File: config.mk
export PLATFORM = sky130hd
export DESIGN_NAME = exec_decode_unit
export DESIGN_NICKNAME = d
export VERILOG_FILES = /design/src/rtl/exec_decode_pkg.sv /design/src/rtl/exec_alu_core.sv /design/src/rtl/exec_decode_unit.sv
export SDC_FILE = /design/constraint.sdc
export NUM_CORES = 1
export LEC_CHECK = 0
export CAP_MARGIN = 30
export CORE_UTILIZATION = 45
export DETAILED_ROUTE_END_ITERATION = 6
export PLACE_DENSITY = 0.9
export SYNTH_ARGS = -nofsm -noshare
export SYNTH_HDL_FRONTEND = slang
export SYNTH_HIERARCHICAL = 1
export SYNTH_SLANG_ARGS = --single-unit
File: constraint.sdc
create_clock -name CLK -period 7.6 [get_ports CLK]
set_input_delay 1.52 -clock CLK [delete_from_list [all_inputs] [get_ports CLK]]
set_output_delay 1.52 -clock CLK [all_outputs]
set_load 0.005 [all_outputs]
File: src/rtl/exec_decode_pkg.sv
// rtl/exec_decode_pkg.sv - shared opcode, ALU op and IR reset constants (ALU_EXT_OPS_EN adds mult/sll/srl)
package exec_decode_pkg;

  localparam logic [7:0] OP_LOADI = 8'h00;
  localparam logic [7:0] OP_MOV   = 8'h01;
  localparam logic [7:0] OP_ADD   = 8'h02;
  localparam logic [7:0] OP_SUB   = 8'h03;
  localparam logic [7:0] OP_AND   = 8'h04;
  localparam logic [7:0] OP_OR    = 8'h05;
  localparam logic [7:0] OP_J     = 8'h06;
  localparam logic [7:0] OP_BEQ   = 8'h07;
  localparam logic [7:0] OP_LWD   = 8'h08;
  localparam logic [7:0] OP_LWI   = 8'h09;
  localparam logic [7:0] OP_SWD   = 8'h0A;
  localparam logic [7:0] OP_SWI   = 8'h0B;
  localparam logic [7:0] OP_MULT  = 8'h0C;
  localparam logic [7:0] OP_SLL   = 8'h0D;
  localparam logic [7:0] OP_SRL   = 8'h0E;

  localparam logic [2:0] ALU_FWD  = 3'b000;
  localparam logic [2:0] ALU_ADD  = 3'b001;
  localparam logic [2:0] ALU_AND  = 3'b010;
  localparam logic [2:0] ALU_OR   = 3'b011;
  localparam logic [2:0] ALU_MULT = 3'b100;
  localparam logic [2:0] ALU_SLL  = 3'b101;
  localparam logic [2:0] ALU_SRL  = 3'b110;

  // Undefined opcode 0xFF so that a freshly reset unit issues no side effects.
  localparam logic [31:0] IR_RESET_VAL = 32'hFF00_0000;

  typedef struct packed {
    logic [2:0] alu_op;
    logic       write_enable;
    logic       twoscomp_sel;
    logic       immed_sel;
    logic       branch_en;
    logic       jump_en;
    logic       writemux_sel;
    logic       mem_write;
    logic       mem_read;
  } ctrl_t;

  localparam ctrl_t CTRL_NONE = '0;

endpackage

File: src/rtl/exec_alu_core.sv
// rtl/exec_alu_core.sv - combinational 8-bit ALU (ALU_EXT_OPS_EN enables mult/sll/srl)
module exec_alu_core
  import exec_decode_pkg::*;
(
  input  logic [2:0] alu_op,
  input  logic [7:0] data1,
  input  logic [7:0] data2,
  output logic [7:0] result
);

`ifdef ALU_EXT_OPS_EN
  logic [15:0] product;
  assign product = {8'h00, data1} * {8'h00, data2};
`endif

  // Result select; shift amounts come from operand 2, which carries IR[7:0] for immediate ops.
  always_comb begin
    result = 8'h00;
    case (alu_op)
      ALU_FWD: result = data2;
      ALU_ADD: result = data1 + data2;
      ALU_AND: result = data1 & data2;
      ALU_OR:  result = data1 | data2;
`ifdef ALU_EXT_OPS_EN
      ALU_MULT: result = product[7:0];
      ALU_SLL:  result = data1 << data2[2:0];
      ALU_SRL:  result = data1 >> data2[2:0];
`endif
      default: result = 8'h00;
    endcase
  end

endmodule

File: src/rtl/exec_decode_unit.sv
// rtl/exec_decode_unit.sv - instruction register, decoder, immediate mux and ALU (ALU_EXT_OPS_EN adds ops 0x0C-0x0E)
module exec_decode_unit
  import exec_decode_pkg::*;
(
  input  logic        CLK,
  input  logic        RESET,
  input  logic [31:0] INSTRUCTION,
  input  logic        BUSYWAIT,
  input  logic [7:0]  REGOUT1,
  input  logic [7:0]  OPERAND2,
  output logic [7:0]  ALURESULT,
  output logic        ZERO,
  output logic [2:0]  ALUOP,
  output logic        WRITEENABLE,
  output logic        TWOSCOMPMUX_SEL,
  output logic        IMMEDMUX_SEL,
  output logic        BRANCHENABLE,
  output logic        JUMPENABLE,
  output logic        WRITEMUX_SEL,
  output logic        WRITE,
  output logic        READ
);

  logic [31:0] ir_q;
  logic [31:0] ir_d;
  ctrl_t       ctrl;
  logic [7:0]  opcode;
  logic [7:0]  alu_op2;
  logic        unused_ir_fields;

  assign opcode           = ir_q[31:24];
  assign unused_ir_fields = ^ir_q[23:8];

  // Capture the next instruction unless memory is stalling the pipeline.
  always_comb begin
    ir_d = ir_q;
    if (!BUSYWAIT) begin
      ir_d = INSTRUCTION;
    end
  end

  // Instruction register; reset wins over both stall and capture.
  always_ff @(posedge CLK) begin
    if (!RESET) begin
      ir_q <= IR_RESET_VAL;
    end else begin
      ir_q <= ir_d;
    end
  end

  // Opcode decode; anything not listed leaves every control at zero.
  always_comb begin
    ctrl = CTRL_NONE;
    case (opcode)
      OP_LOADI: begin ctrl.alu_op = ALU_FWD; ctrl.write_enable = 1'b1; ctrl.immed_sel = 1'b1; end
      OP_MOV:   begin ctrl.alu_op = ALU_FWD; ctrl.write_enable = 1'b1; end
      OP_ADD:   begin ctrl.alu_op = ALU_ADD; ctrl.write_enable = 1'b1; end
      OP_SUB:   begin ctrl.alu_op = ALU_ADD; ctrl.write_enable = 1'b1; ctrl.twoscomp_sel = 1'b1; end
      OP_AND:   begin ctrl.alu_op = ALU_AND; ctrl.write_enable = 1'b1; end
      OP_OR:    begin ctrl.alu_op = ALU_OR;  ctrl.write_enable = 1'b1; end
      OP_J:     begin ctrl.jump_en = 1'b1; end
      OP_BEQ:   begin ctrl.alu_op = ALU_ADD; ctrl.twoscomp_sel = 1'b1; ctrl.branch_en = 1'b1; end
      OP_LWD: begin
        ctrl.alu_op       = ALU_FWD;
        ctrl.write_enable = 1'b1;
        ctrl.mem_read     = 1'b1;
        ctrl.writemux_sel = 1'b1;
      end
      OP_LWI: begin
        ctrl.alu_op       = ALU_FWD;
        ctrl.write_enable = 1'b1;
        ctrl.mem_read     = 1'b1;
        ctrl.writemux_sel = 1'b1;
        ctrl.immed_sel    = 1'b1;
      end
      OP_SWD:   begin ctrl.alu_op = ALU_FWD; ctrl.mem_write = 1'b1; end
      OP_SWI:   begin ctrl.alu_op = ALU_FWD; ctrl.mem_write = 1'b1; ctrl.immed_sel = 1'b1; end
`ifdef ALU_EXT_OPS_EN
      OP_MULT:  begin ctrl.alu_op = ALU_MULT; ctrl.write_enable = 1'b1; end
      OP_SLL:   begin ctrl.alu_op = ALU_SLL;  ctrl.write_enable = 1'b1; ctrl.immed_sel = 1'b1; end
      OP_SRL:   begin ctrl.alu_op = ALU_SRL;  ctrl.write_enable = 1'b1; ctrl.immed_sel = 1'b1; end
`endif
      default:  ctrl = CTRL_NONE;
    endcase
  end

  // Immediate mux feeding ALU operand 2.
  always_comb begin
    alu_op2 = OPERAND2;
    if (ctrl.immed_sel) begin
      alu_op2 = ir_q[7:0];
    end
  end

  exec_alu_core u_alu (
    .alu_op (ctrl.alu_op),
    .data1  (REGOUT1),
    .data2  (alu_op2),
    .result (ALURESULT)
  );

  assign ZERO            = (ALURESULT == 8'h00);
  assign ALUOP           = ctrl.alu_op;
  assign WRITEENABLE     = ctrl.write_enable;
  assign TWOSCOMPMUX_SEL = ctrl.twoscomp_sel;
  assign IMMEDMUX_SEL    = ctrl.immed_sel;
  assign BRANCHENABLE    = ctrl.branch_en;
  assign JUMPENABLE      = ctrl.jump_en;
  assign WRITEMUX_SEL    = ctrl.writemux_sel;
  assign WRITE           = ctrl.mem_write;
  assign READ            = ctrl.mem_read;

endmodule

# == Word level (Yosys, flattened, before mapping) ==
# Cells that the tools add are included.
# totals
regBits,32
latchBits,0
ram_bits,0
romBits,0
out_inout_bits,20
wordCells,37
memories,0
# classes
add_sub_neg,1
mul,0
div,0
n_lt_le_gt_ge,0
n_eq_ne,14
shift,0
n_mux,10
n_bitwise,2
n_reduce_logical,9
# op_table
operator,n
8-bit by 3-bit == test with 1-bit output (second input constant),4
8-bit by 4-bit == test with 1-bit output (second input constant),4
8-bit one-hot mux with 4 select lines,1
8-bit by 2-bit == test with 1-bit output (second input constant),2
8-bit logical NOT,2
8-bit adder,1
8-bit bitwise AND,1
8-bit by 1-bit == test with 1-bit output (second input constant),1
8-bit two-way mux,1
8-bit bitwise OR,1
8-bit OR reduction,1
1-bit two-way mux,7
2-bit one-hot mux with 3 select lines,1
2-bit OR reduction,3
3-bit OR reduction,2
2-bit == test (second input constant),2
3-bit logical NOT,1
2-bit by 1-bit == test with 1-bit output (second input constant),1

# == Depth between registers and ports, before layout ==
# Gate-level depths: netlist of the first run.
# depth
ltp_word,7
depth_mapped,13

# == By module ==
# The synthesis of the first run kept the hierarchy.
# by_module_without_submodules
mod,n_inst,cells_each,area_per_inst_um2
exec_decode_unit,1,85,839.6
exec_alu_core,1,102,719.4

# == Worst setup path before layout of the first run ==
# Ideal clock, no wire load.
# synth_timing
kind,input to output
start,input port OPERAND2[0]
end,output port ZERO
arrival_ps,3648
required_ps,6080
path_slack_ps,2432
cell_stages,10
path_buffers,0
cell_sequence,mux2_2 ha_1 fa_1 a21oi_2 o21ai_2 a211oi_1 a31o_1 a311oi_1 or4_1 nor2_1
# synth_via
elab_chain_cells,4
elab_cells_between_ends,6
cone_classes,1 x add/sub; 2 x mux; 2 x bitwise; 1 x reduce/logical
# synth_lines
item,line,rtl
from (decl),exec_decode_unit.sv:10,"input logic [7:0] OPERAND2,"
8-bit two-way mux,exec_decode_unit.sv:90,if (ctrl.immed_sel) begin
8-bit adder,exec_alu_core.sv:21,ALU_ADD: result = data1 + data2;
8-bit one-hot mux with 4 select lines,exec_alu_core.sv:19,case (alu_op)
named net ALURESULT[6],exec_decode_unit.sv:11,"output logic [7:0] ALURESULT,"
8-bit logical NOT,exec_decode_unit.sv:102,assign ZERO = (ALURESULT == 8'h00);
to (decl),exec_decode_unit.sv:12,"output logic ZERO,"
# The timed path passes the listed nets, and every way through them passes these cells.

# == Final worst setup path of the first run ==
# layout_timing
start,register ir_q[30]
end,output port ZERO
# layout_via
elab_chain_cells,7
elab_cells_between_ends,22
cone_classes,1 x add/sub; 10 x eq/ne; 4 x mux; 2 x bitwise; 5 x reduce/logical
# layout_lines
item,line,rtl
from (decl),exec_decode_unit.sv:24,logic [31:0] ir_q;
from (signal assigned),exec_decode_unit.sv:47,ir_q <= ir_d;
8-bit by 4-bit == test with 1-bit output or 8-bit logical NOT (tied branches),exec_decode_unit.sv:54,case (opcode)
3-bit OR reduction (no line) (*),n/a,
1-bit two-way mux (*),exec_decode_unit.sv:54,
8-bit two-way mux (*),exec_decode_unit.sv:90,
named net alu_op2[0],exec_decode_unit.sv:28,logic [7:0] alu_op2;
"8-bit adder, or another cell as far along",exec_alu_core.sv:21,
8-bit one-hot mux with 4 select lines (*),exec_alu_core.sv:19,
8-bit logical NOT (*),exec_decode_unit.sv:102,
# The timed path passes the listed nets; every way through them passes the cells marked *.

==> results.md, run 1 <==
- Status: completed
- Setup violators final: 0
- H-tree depth: 1
- Total gr overflow: 0
- Sequential cell area fraction in the yosys report: 0.205
- Standby leakage power: between 0.9 and 1 nW
- Vias in the first global route: 1328
- Final instance area: between 2000 and 2500 sq um
- Post-CTS Setup Bufs: 0
- Async set or reset register ratio after synthesis: 0
- IO Pins: 71
- Largest regs: ir_q: 16 flops
- Ys Warns: 6
- Wire per inst: between 10 and 15 um
- Top FF cell, synth: dfxtp_1
- Vias per Instance: just over 5
- Initial antenna violation count: 0
- WS Path Type: reg2out
- Hpwl dp: approximately 2800 um
- Vias: ~1400
- Sw Pwr: roughly 0.062 mW
- Required time of the critical path: roughly 6100 ps
- Clock transition at path regs: about 90 ps
- Final Max Tran Viols: 0
- Dpl cell area: 2110 sq um
- Internal power: about 0.16 mW
- TNS Setup: 0 ps
- Comb pwr share: 0.335
- Detailed-router iteration count before antenna repair: 4
- DIE AREA: around 3700 sq um
- IO Port Bufs: 53
- Yosys top cell area share: 0.205
- Die W: 60.9 um
- Crit end category: output pin
- Root buffer cell: clkbuf_4
- Sequential group share of total power: 0.420
- Post-Syn Instances: about 190
- Final net count: slightly above 300
- CTS max path bufs: 2
- Worst hold path type: reg2reg
- # DRC: 0
- Clock Sinks: 16
- Worst-path maximum fanout: 9
- # resized after CTS: 0
- Share of cells above drive strength 1: 0.0773
- Row count: 21
- DRT iter0 DRCs: 54
- Fmax: 0.161 GHz
- Maximum number of pins on one net before global-route repair: 26
- Final Wtd Congestion: around 0.80
- Leading cell types by total area after synthesis: dfxtp_1 (21%), ha_1 (13%), mux2i_1 (12%)
- CTS tree: yes
- Worst setup SP type: flip-flop
- Least-Margin Pin Slew: 914 ps
- RSZ-0062 raised after global routing: false
- Yosys cell types: 43
- Most flops, register: ir_q
- ANT cells: 0
- Switching share of power: 0.277
- Final Hold Vio Count: 0
- Worst EP arrival: about 4700 ps
- Hold Buf Count CTS: 0
- Final Critical Period: just over 6000 ps
- Post-synth EDFFs: 0
- Clk network pwr share: 0.245
- Num CTS Buffers: 3
- Final worst-path cycle share: 0.815
- Syn avg cell area: 8.34 sq um
- Clock Latency Late Sink: about 280 ps
- Starting Density: 0.467
- Area growth, synth to finish: 37.4%
- Die Height: a little over 60 um
- Most frequent cells in the layout: clkdlybuf4s50_1 (53), nand2_1 (21), inv_1 (21)
- Max-cap violations: 0
- Core area: 3340 sq um
- Rel. slew slack: 0.388
- Dominant cell type by area after synthesis: dfxtp_1
- Gr usage total: 0.202
- Number of flip-flops in the largest register: 16
- Netlist Area Pre-Place: between 1500 and 2000 sq um
- Peak supply drop: between 100 and 150 uV
- Routed WL: 3350 um
- Worst clock skew: 0 ps
- Most common cell after layout, fill and taps aside: clkdlybuf4s50_1
- Synthesized flop and latch total: 16
- First-pass GRT wire length: roughly 5600 um
- Post-DRT Antenna Nets: 0
- P per Cell Area: just over 100 nW/um^2
-- cells in the mapped netlist (2+ instances only) --
| cell type | n |
|---|---|
| ha_1 | 16 |
| inv_1 | 21 |
| a211oi_1 | 6 |
| mux2_1 | 2 |
| buf_4 | 2 |
| nor2b_1 | 8 |
| dfxtp_1 | 16 |
| o21ai_1 | 2 |
| nand2_1 | 21 |
| xor2_1 | 3 |
| buf_2 | 5 |
| o21ai_0 | 5 |
| mux2i_1 | 18 |
| mux2_2 | 6 |
| o211ai_1 | 2 |
| nor2_1 | 7 |
| nor4b_1 | 2 |
| a21oi_1 | 7 |
| clkbuf_1 | 6 |
| and3_1 | 3 |
| or4_1 | 3 |
| o211a_1 | 4 |
| xnor2_1 | 2 |
-- metal layers --
| metal | global-route usage | share of wire | routed length [um] |
|---|---|---|---|
| met1 | 0.244 | 0.44 | 1470 |
| met2 | 0.375 | 0.52 | 1760 |
| met3 | 0.0107 | 0.030 | 99 |
| met4 | 0.0747 | 0.0081 | 27 |
| met5 | 0 | 0 | 0 |
-- critical path: stages, from the launching register on --
cell and delay, ps:
dfxtp_1 320, or4_1 700, a211oi_4 490, mux2_2 420
ha_1 240, fa_1 430, a21oi_2 180, o21ai_2 90
a211oi_1 260, a31o_1 140, a311oi_1 100, or4_1 410
nor2_1 110, clkdlybuf4s50_1 500
-- through the flow --
step / hold slack (ps) / power [mW] / setup slack (ps) / cells / utilization
after floorplan: 436 / 0.139 / 2430 / 188 / -
after global placement: 447 / 0.167 / 1450 / 275 / 0.631
after detailed placement: 459 / 0.170 / 1430 / 275 / 0.631
after CTS: 482 / 0.226 / 1400 / 279 / 0.642
after global routing: 520 / 0.239 / 1170 / 279 / 0.642
final: 478 / 0.223 / 1410 / 279 / 0.642
-- power groups by stage --
stage	clock, mW	combinational (mW)	sequential (mW)
after CTS	0.0578	0.0749	0.0936
final	0.0546	0.0746	0.0936
after floorplan	0	0.0463	0.0924
after global routing	0.0609	0.0833	0.0944
after detailed placement	0	0.0745	0.0955
after global placement	0	0.0718	0.0952
-- path summary, 6_finish.rpt --
path / slack, ps / cells after the start / end / startpoint
worst max-delay path: 1410 / 13 / ZERO / ir_q[30]
worst min-delay path: 480 / 2 / ir_q[30] / ir_q[30]
worst max register to register: 6760 / 2 / ir_q[26] / ir_q[26]
worst min register to register: 480 / 2 / ir_q[30] / ir_q[30]
-- kinds of logic (layout without fill, tap and decap cells) --
logic type	count (synthesis)	count (layout)	share of synthesized area
other	1	2	0.00241
xor gates and xnor gates	5	5	0.0281
DFF	16	16	0.205
AOI/OAI and AO/OA	36	36	0.175
adders and majority gates	18	18	0.148
buffers and inverters	35	80	0.0931
muxes	27	27	0.188
and+or+nand+nor	49	49	0.161
-- cell type report --
cell class                 count  area [sq um]
clock buffer                   4          36.3
fill                         308          1190
inverter                      21          78.8
multi-input combinational    137          1100
sequential                    16           320
tap                           46          57.6
timing repair buffer          55           546
No activity file was read; power rests on OpenSTA's default activity.
==> inputs of run 2 (changes only) <==
--- a/config.mk
+++ b/config.mk
@@ -6,9 +6,9 @@
 export NUM_CORES = 1
 export LEC_CHECK = 0
 export CAP_MARGIN = 30
-export CORE_UTILIZATION = 45
+export CORE_UTILIZATION = 38
 export DETAILED_ROUTE_END_ITERATION = 6
-export PLACE_DENSITY = 0.9
+export PLACE_DENSITY = 0.81
 export SYNTH_ARGS = -nofsm -noshare
 export SYNTH_HDL_FRONTEND = slang
 export SYNTH_HIERARCHICAL = 1
==> constraint.sdc (replaced) <==
create_clock -name CLK -period 5.4 [get_ports CLK]
set_input_delay 1.08 -clock CLK [delete_from_list [all_inputs] [get_ports CLK]]
set_output_delay 1.08 -clock CLK [all_outputs]
set_load 0.005 [all_outputs]
==> results.md, run 2 (synthesized netlist as in run 1, its figures left out) <==
- Status: completed
- Post-DRT Antenna Nets: 0
- Peak supply drop: 117 uV
- Row count: 22
- Worst r2r dst: ir_q[26]
- Largest regs: ir_q: 16 flops
- Root buffer cell: clkbuf_8
- Final net count: 307
- Num CTS Buffers: 3
- Vias per Instance: roughly 5.2
- Worst hold path type: reg2reg
- Clk network pwr share: 0.293
- Worst clock skew: 0 ps
- Clock Sinks: 16
- Fmax: just over 0.2 GHz
- Critical Path Stages: 10
- First-pass GRT wire length: 5790 um
- Wire per inst: about 13 um
- Required time of the critical path: 4320 ps
- IO Pins: 71
- Share of cells above drive strength 1: 0.151
- Comb pwr share: 0.334
- R2R depth: 2
- DRT iter0 DRCs: 81
- Worst setup SP type: flip-flop
- Standby leakage power: between 0.9 and 1 nW
- Die W: approximately 66 um
- Maximum number of pins on one net before global-route repair: 26
- Detailed-router iteration count before antenna repair: 4
- Total power: about 0.35 mW
- Vias in the first global route: approximately 1400
- Most frequent cells in the layout: clkdlybuf4s50_1 (52), nand2_1 (21), inv_1 (20)
- Final Wtd Congestion: ~0.85
- Worst path cell trace: or4_4 -> a211oi_4 -> mux2_4 -> ha_4 -> fa_2 -> a21oi_4 -> o21ai_2 -> a31o_1 -> a311oi_1 -> clkdlybuf4s50_1
- Crit path capture: ALURESULT[6]
- Worst reg2reg path startpoint: ir_q[26]
- Clock Latency Late Sink: roughly 250 ps
- Reg2Reg Setup Slack: between 4000 and 5000 ps
- Sw Pwr: 0.0963 mW
- # DRC: 0
- Starting Density: 0.410
- Rel. slew slack: 0.385
- P per Cell Area: around 150 nW/um^2
- Crit end category: output pin
- Core area: ~3800 sq um
- CTS tree: yes
- Cell count after placement: 280
- Least-Margin Pin Slew: 920 ps
- Fillers: roughly 350
- Most flops, register: ir_q
- CTS max path bufs: 2
- Worst EP arrival: a little under 4000 ps
- Final Hold Vio Count: 0
- Routed WL: between 3000 and 4000 um
- Critical Path Source: ir_q[30]
- Hold Buf Count CTS: 0
- Number of flip-flops in the largest register: 16
- Final worst-path cycle share: 0.915
- TNS Setup: 0 ps
- Final Critical Period: 4940 ps
- Max stage delay cell, worst path: clkdlybuf4s50_1
- DIE AREA: ~4400 sq um
- Crit path largest cell delay: 570 ps
- Max-cap violations: 0
- Final Max Tran Viols: 0
- Fin cells: 286
- Most common cell after layout, fill and taps aside: clkdlybuf4s50_1
- CP delay by family, top: compound AO/OA/AOI/OAI gates
- Initial antenna violation count: 0
- Switching share of power: 0.272
- IO Port Bufs: between 50 and 60
- Internal power: 0.258 mW
- H-tree depth: 1
- Critical path buffer and inverter count: 1
- Clock transition at path regs: around 60 ps
- Gr usage total: 0.168
- ANT cells: 0
- Vias: approximately 1500
- Total gr overflow: 0
- Setup violators final: 0
- RSZ-0062 raised after global routing: false
- Sequential group share of total power: 0.373
- Die Height: about 66 um
- Hpwl dp: about 2700 um
- WS Path Type: reg2out
- Worst-path maximum fanout: 4
- Area growth, synth to finish: 48.2%
==> run 2: changes by cell type in the layout (fill, tap and decap cells not counted), moves of 2 or more <==
cell	change
clkbuf_8	+3
ha_1	-5
a21oi_4	+2
a21oi_1	-2
buf_4	+4
a211oi_2	+2
clkbuf_4	-3
a211oi_1	-2
mux2_2	-2
ha_4	+4
mux2_4	+2
==> run 2: tightest hold or removal path: cells and delay by family (launching register included) <==
kind / cells / cell delay, ps
flip-flops: 1 / 320
multiplexers: 1 / 70
AND/OR/NAND/NOR: 1 / 60
==> run 2: power groups by stage <==
stage / Sequential [mW] / Combinational (mW) / Clock, mW
2_1_floorplan: 0.130 / 0.0652 / 0
3_3_place_gp: 0.134 / 0.102 / 0
3_5_place_dp: 0.134 / 0.104 / 0
4_1_cts: 0.132 / 0.105 / 0.106
5_1_grt: 0.133 / 0.130 / 0.111
6_report: 0.132 / 0.118 / 0.104
==> run 2: metrics by stage <==
step	util	cell area, sq um	setup WS (ps)	hold slack [ps]
global route	0.608	2310	287	512
global placement	0.561	2130	117	447
detailed placement	0.561	2130	110	453
CTS	0.576	2190	4.48	469
floorplan	-	1560	755	436
finish	0.608	2310	459	474
==> run 2: repair_timing <==
item | CTS | global route
setup buffers | 0 | 2
gates resized for setup | 1 | 20
hold endpoints to repair | 0 | 0
endpoints found under the setup margin | 1 | 1
pin swaps | 0 | 8
==> run 2: area by class of cell <==
| cell class | count | area [sq um] | area share |
|---|---|---|---|
| multi-input cells | 137 | 1210 | 0.522 |
| flip-flops and latches | 16 | 320 | 0.139 |
| clock buffers | 4 | 55.1 | 0.0238 |
| well taps | 48 | 60.1 | 0.0260 |
| repair buffers | 60 | 589 | 0.255 |
| inverters | 21 | 78.8 | 0.0341 |
==> run 2: per-layer routing <==
layer  GRT usage  vias up  wire length, um
met5           0        -                0
met4      0.0771        0               93
met3      0.0224       10              178
met2       0.283       46             1840
met1       0.211      688             1610
li1            -      743                -
==> run 2: worst min-delay path by stage <==
stage | to | from | cells past startpoint
after detailed placement | ir_q[29] | ir_q[29] | 2
after global placement | ir_q[29] | ir_q[29] | 2
final | ir_q[30] | ir_q[30] | 2
after CTS | ir_q[29] | ir_q[29] | 2
after floorplan | ir_q[29] | ir_q[29] | 2
after global routing | ir_q[29] | ir_q[29] | 2
